**src/rtl/debounce_pkg.sv**
```systemverilog
// Shared types and constants for the debounce_edge input-conditioning block.
package debounce_pkg;

  typedef enum logic [1:0] {
    S_LOW       = 2'b00,
    S_WAIT_HIGH = 2'b01,
    S_HIGH      = 2'b10,
    S_WAIT_LOW  = 2'b11
  } state_e;

  localparam int unsigned DEFAULT_STABLE_CYCLES = 4;

endpackage

```
**src/rtl/sync_2ff.sv**
```systemverilog
// Two-flop synchroniser for a single asynchronous level, cleared by async active-high reset.
module sync_2ff (
  input  logic clk,
  input  logic rst,
  input  logic d_async,
  output logic d_sync
);

  logic sync1_q, sync2_q;

  always_ff @(posedge clk or posedge rst) begin
    if (rst) begin
      sync1_q <= 1'b0;
      sync2_q <= 1'b0;
    end else begin
      sync1_q <= d_async;
      sync2_q <= sync1_q;
    end
  end

  assign d_sync = sync2_q;

endmodule

```
**src/rtl/debounce_edge.sv**
```systemverilog
// Synchronises a raw level, rejects pulses shorter than STABLE_CYCLES clocks and
// produces a clean level, its complement and one-cycle rise/fall strobes.
module debounce_edge
  import debounce_pkg::*;
#(
  parameter int unsigned STABLE_CYCLES = DEFAULT_STABLE_CYCLES,
  parameter int unsigned CNT_W         = $clog2(STABLE_CYCLES + 1)
) (
  input  logic clk,
  input  logic rst,
  input  logic d,
  output logic q,
  output logic qbar,
  output logic rise,
  output logic fall
);

  localparam logic [CNT_W-1:0] CntLast = CNT_W'(STABLE_CYCLES - 1);
  localparam logic [CNT_W-1:0] CntOne  = CNT_W'(1);

  logic             sync2;
  state_e           state_q, state_d;
  logic [CNT_W-1:0] cnt_q, cnt_d;
  logic             rise_q, rise_d;
  logic             fall_q, fall_d;

  sync_2ff u_sync (
    .clk    (clk),
    .rst    (rst),
    .d_async(d),
    .d_sync (sync2)
  );

  always_ff @(posedge clk or posedge rst) begin
    if (rst) begin
      state_q <= S_LOW;
      cnt_q   <= '0;
      rise_q  <= 1'b0;
      fall_q  <= 1'b0;
    end else begin
      state_q <= state_d;
      cnt_q   <= cnt_d;
      rise_q  <= rise_d;
      fall_q  <= fall_d;
    end
  end

  // cnt defaults to zero so every non-counting arm clears it, ahead of any increment.
  always_comb begin
    state_d = state_q;
    cnt_d   = '0;
    rise_d  = 1'b0;
    fall_d  = 1'b0;
    unique case (state_q)
      S_LOW: begin
        if (sync2) begin
          state_d = S_WAIT_HIGH;
          cnt_d   = CntOne;
        end
      end
      S_WAIT_HIGH: begin
        if (!sync2) begin
          state_d = S_LOW;
        end else if (cnt_q == CntLast) begin
          state_d = S_HIGH;
          rise_d  = 1'b1;
        end else begin
          cnt_d = cnt_q + CntOne;
        end
      end
      S_HIGH: begin
        if (!sync2) begin
          state_d = S_WAIT_LOW;
          cnt_d   = CntOne;
        end
      end
      S_WAIT_LOW: begin
        if (sync2) begin
          state_d = S_HIGH;
        end else if (cnt_q == CntLast) begin
          state_d = S_LOW;
          fall_d  = 1'b1;
        end else begin
          cnt_d = cnt_q + CntOne;
        end
      end
      default: state_d = S_LOW;
    endcase
  end

  // The upper state bit is the debounced level, so q is a registered value with no extra flop.
  assign q    = state_q[1];
  assign qbar = ~q;
  assign rise = rise_q;
  assign fall = fall_q;

endmodule

```
**config.mk**
```make
export PLATFORM = sky130hd
export DESIGN_NAME = debounce_edge
export DESIGN_NICKNAME = d
export VERILOG_FILES = /design/src/rtl/debounce_pkg.sv /design/src/rtl/sync_2ff.sv /design/src/rtl/debounce_edge.sv
export SDC_FILE = /design/constraint.sdc
export NUM_CORES = 1
export LEC_CHECK = 0
export CELL_PAD_IN_SITES_DETAIL_PLACEMENT = 0
export CELL_PAD_IN_SITES_GLOBAL_PLACEMENT = 2
export CORE_AREA = 2 2 39 41
export CTS_BUF_LIST = sky130_fd_sc_hd__clkbuf_8
export CTS_CLUSTER_DIAMETER = 120
export CTS_CLUSTER_SIZE = 28
export DETAILED_ROUTE_END_ITERATION = 6
export DIE_AREA = 0 0 41 43
export PLACE_DENSITY_LB_ADDON = 0.1
export SYNTH_ARGS = -nofsm -noshare
export SYNTH_HDL_FRONTEND = slang
export SYNTH_SLANG_ARGS = --single-unit
```
**constraint.sdc**
```tcl
create_clock -name clk -period 1.6 [get_ports clk]
set_input_delay 0.32 -clock clk [delete_from_list [all_inputs] [get_ports clk]]
set_output_delay 0.32 -clock clk [all_outputs]
set_load 0.05 [all_outputs]
```
-- Word level (Yosys, flattened, before mapping)
Index checks and enable logic that the tools add are counted.
- bits in registers: 9
- bits in latches: 0
- bits in writable memories: 0
- memory bits (read-only): 0
- input port bits: 3
- output and inout bits: 4
- logic and storage cells: 36
- memories: 0
- add/subtract/negate cells: 1
- multipliers: 0
- div/mod/pow operators: 0
- order comparisons: 0
- eq/ne operators: 8
- shift-type cells: 0
- mux-type cells: 18
- bitwise operators: 1
- reduce and logical (&&, ||, !) cells: 2
- operator list (cell ; count):
    $mux W2 ; 6
    $pmux W3 S4 ; 1
    $mux W3 ; 3
    $pmux W2 S4 ; 1
    $mux W1 ; 7
    $eq A2 B2 Y1 const B ; 2
    $reduce_and A4 Y1 ; 1
    $add A3 B1 Y3 const B ; 1
    $eq A3 B2 Y1 const B ; 1
    $ne A3 B2 Y1 const B ; 1
    $ne A3 B3 Y1 const B ; 1
    $eq A2 B1 Y1 const B ; 1
    $logic_not A2 Y1 ; 1
    $ne A2 B1 Y1 const B ; 1
    $ne A2 B2 Y1 const B ; 1
    $not A1 Y1 ; 1

-- Depth between registers and ports, before layout
- depth in word-level cells: 4
- gate-level depth with buffers: 4
- depth with buffers taken out: 4

-- Cells and area by module
Synthesis repeated with hierarchy kept, for this count alone.
- cells, all modules: 25
- area, all modules: 351.6 µm²
- by module, submodules not included (module ; instances ; cells an instance ; area each (µm²) ; sequential area each (µm²)):
    debounce_edge ; 1 ; 22 ; 297.8 ; 175.2
    sync_2ff ; 1 ; 3 ; 53.8 ; 50.0

-- Worst setup path before layout
Ideal clock, no wire load.
- path kind: register to register
- from: register with a tool-made name
- to: register fall_q (netlist: fall)
- library setup time: 0.088 ns
- arrival: 1.275 ns
- data required time: 1.512 ns
- path slack: 0.237 ns
- cell stages (with the launch flop): 3
- path buffers: 0
- clock period less this slack: 1.363 ns
- cell sequence: dfrtp_1 -> inv_1 -> nor3_1
- RTL lines (item ; line ; RTL):
    end signal: assignment ; debounce_edge.sv:44 ; fall_q <= fall_d;
    end: declaration ; debounce_edge.sv:25 ; logic fall_q, fall_d;

==> out/results.ini <==
[sta]
drv_slew = 0
final.setup_skew_ns = 0.00107
finalSetupViolCount = 0
fin_crit_ns = 1.31
slew_headroom = 0.771
max_freq_mhz = 765
hold_violations = 0
tns_ns = 0
worst_pin_slew_ns = 0.343
period_share = 0.817
rsz0062_at_grt = false

[critical_path]
startpoint_type = flip-flop
end_kind = flip-flop
required_ns = 1.71
arrival_ns = 1.41
path_class = flip-flop to flip-flop
cp_max_fo = 4

[clocking]
post_cts_buffers = 0
clockBufferDepth = 2
clock-sinks = 9
root_buffer = clkbuf_8
cts_hold_buf = 0
htreeDepth = 1
tritoncts = yes
ctsResizeCount = 0
clkTransAtPathRegs_ns = 0.04
cts_buffers = 3
clkLatencyLatePin_ns = 0.22

[layout]
fillCellCount = 154
drive_gt1_frac = 0.353
layout_commonest_cell = dfrtp_1
mostFrequentLayoutCells = dfrtp_1 (9), inv_1 (3), clkbuf_8 (3)
area_delta_synth_final_pct = 40.9
multi_input_area_um2 = 110
diodes = 0
register_area_um2 = 225
final_cells = 50
fin_nets = 39

[logic_synthesis]
synth_warnings = 0
ys_ff_latch = 9
netlist.area_leader.share = 0.657
synth.distinct_cells = 13
syn_avg_cell_area_um2 = 14.3
synth_top_area_cell = dfrtp_1
yosys-top-cells-area = dfrtp_1 (66%), nor3b_2 (7.3%), mux2_4 (4.4%)
synth_area_um2 = 343
synth_nets = 28
synthCells = 24
ys_seq_area_frac = 0.657

[grt]
grt_antenna_before_repair = 0
grt_pass1_vias = 228
grt_max_degree = 10
grt_util_all_layers = 0.0823
gr-total-overflow = 0
grt_pass1_wl_um = 917

[power_and_ir_drop]
ir_worst_vdd_v = 0.000908
leakagePower_nw = 0.232
power.density_nw_per_um2 = 1910

[floorplanning]
rows = 14
core-area_um2 = 1380
die_w_um = 41
initial_core_util = 0.248
ios = 7
die_y_um = 43
die-area_um2 = 1760

[hold_path]
hp-class = flip-flop to flip-flop

[placement]
placed_cells = 46
hpwl_um = 428
port_buffers = 6
gp_congestion = 0.579

[route]
routed_via_density = 4.26
drc = 0
drtAntennaViolNets = 0
initialDrtViolationCount = 3
routed-via-count = 213
wl_um = 540
drtPass1Iterations = 2
wl_per_cell_um = 10.8

[flow_run]
cap_viol_max_count = 0

[run_status]
status = finished, final reports clean

==> synth_stat cells <==
cell type and n:
nand2_2 1, nor3b_2 2, nor3b_1 1, nor2b_2 1
dfrtp_1 9, mux2_4 1, nand2_1 1, and2_1 2
o21ai_0 1, nor3_1 1, xor2_1 1, ha_1 1
inv_1 2
==> critical path: stages, from the launching register on <==
cell and delay [ns]:
dfrtp_1 0.38, ha_1 0.22, nor2b_2 0.18, nand2_2 0.11, mux2_4 0.30
==> final timing paths <==
kind	from	cells after the start	slack [ns]	to
setup / recovery	cnt_q[0]	4	0.29	flip-flop
hold / removal	u_sync.sync1_q	0	0.35	u_sync.d_sync
setup reg to reg	cnt_q[0]	4	0.29	flip-flop
hold reg to reg	u_sync.sync1_q	0	0.35	u_sync.d_sync
max in group asynchronous	rst	2	0.99	cnt_q[1]
min in group asynchronous	rst	2	0.36	u_sync.sync1_q
==> cell type report <==
| class | instances | area share |
|---|---|---|
| Sequential cell | 9 | 0.466 |
| Inverter | 2 | 0.0155 |
| Timing Repair Buffer | 6 | 0.155 |
| Clock buffer | 3 | 0.0855 |
| Multi-Input combinational cell | 13 | 0.228 |
| Clock inverter | 1 | 0.00777 |
| Tap cell | 16 | 0.0415 |
==> per-layer routing <==
metal	wire [um]	GRT usage
met1	243	0.0970
met5	0	0
met4	0	0.0800
met3	18	0.0366
met2	278	0.103
==> cells by family after synthesis <==
group,synth area share
XOR/XNOR,0.0256
AND/OR/NAND/NOR,0.201
adder cells (fa/ha/maj),0.0365
buffers and inverters,0.0219
flip-flops,0.657
multiplexers,0.0438
AO/OA/AOI/OAI,0.0146
==> report_power, final <==
group / leakage [nW] / switching (mW) / total [mW] / internal, mW
combinational: 0.0895 / 0.175 / 0.348 / 0.172
sequential: 0.115 / 0.0501 / 0.333 / 0.283
clock: 0.0269 / 0.0766 / 0.242 / 0.166
total: 0.232 / 0.302 / 0.923 / 0.621
==> metrics by stage <==
stage | util | hold WS (ns) | setup WS (ns) | power [mW] | area, um2
2_1_floorplan | - | 0.148 | 0.237 | 0.533 | 343
6_report | 0.349 | 0.354 | 0.293 | 0.923 | 483
3_5_place_dp | 0.316 | 0.347 | 0.288 | 0.689 | 438
3_3_place_gp | 0.316 | 0.343 | 0.303 | 0.677 | 438
5_1_grt | 0.349 | 0.361 | 0.234 | 0.982 | 483
4_1_cts | 0.349 | 0.361 | 0.278 | 0.942 | 483
Power figures use the tool's default switching activity.
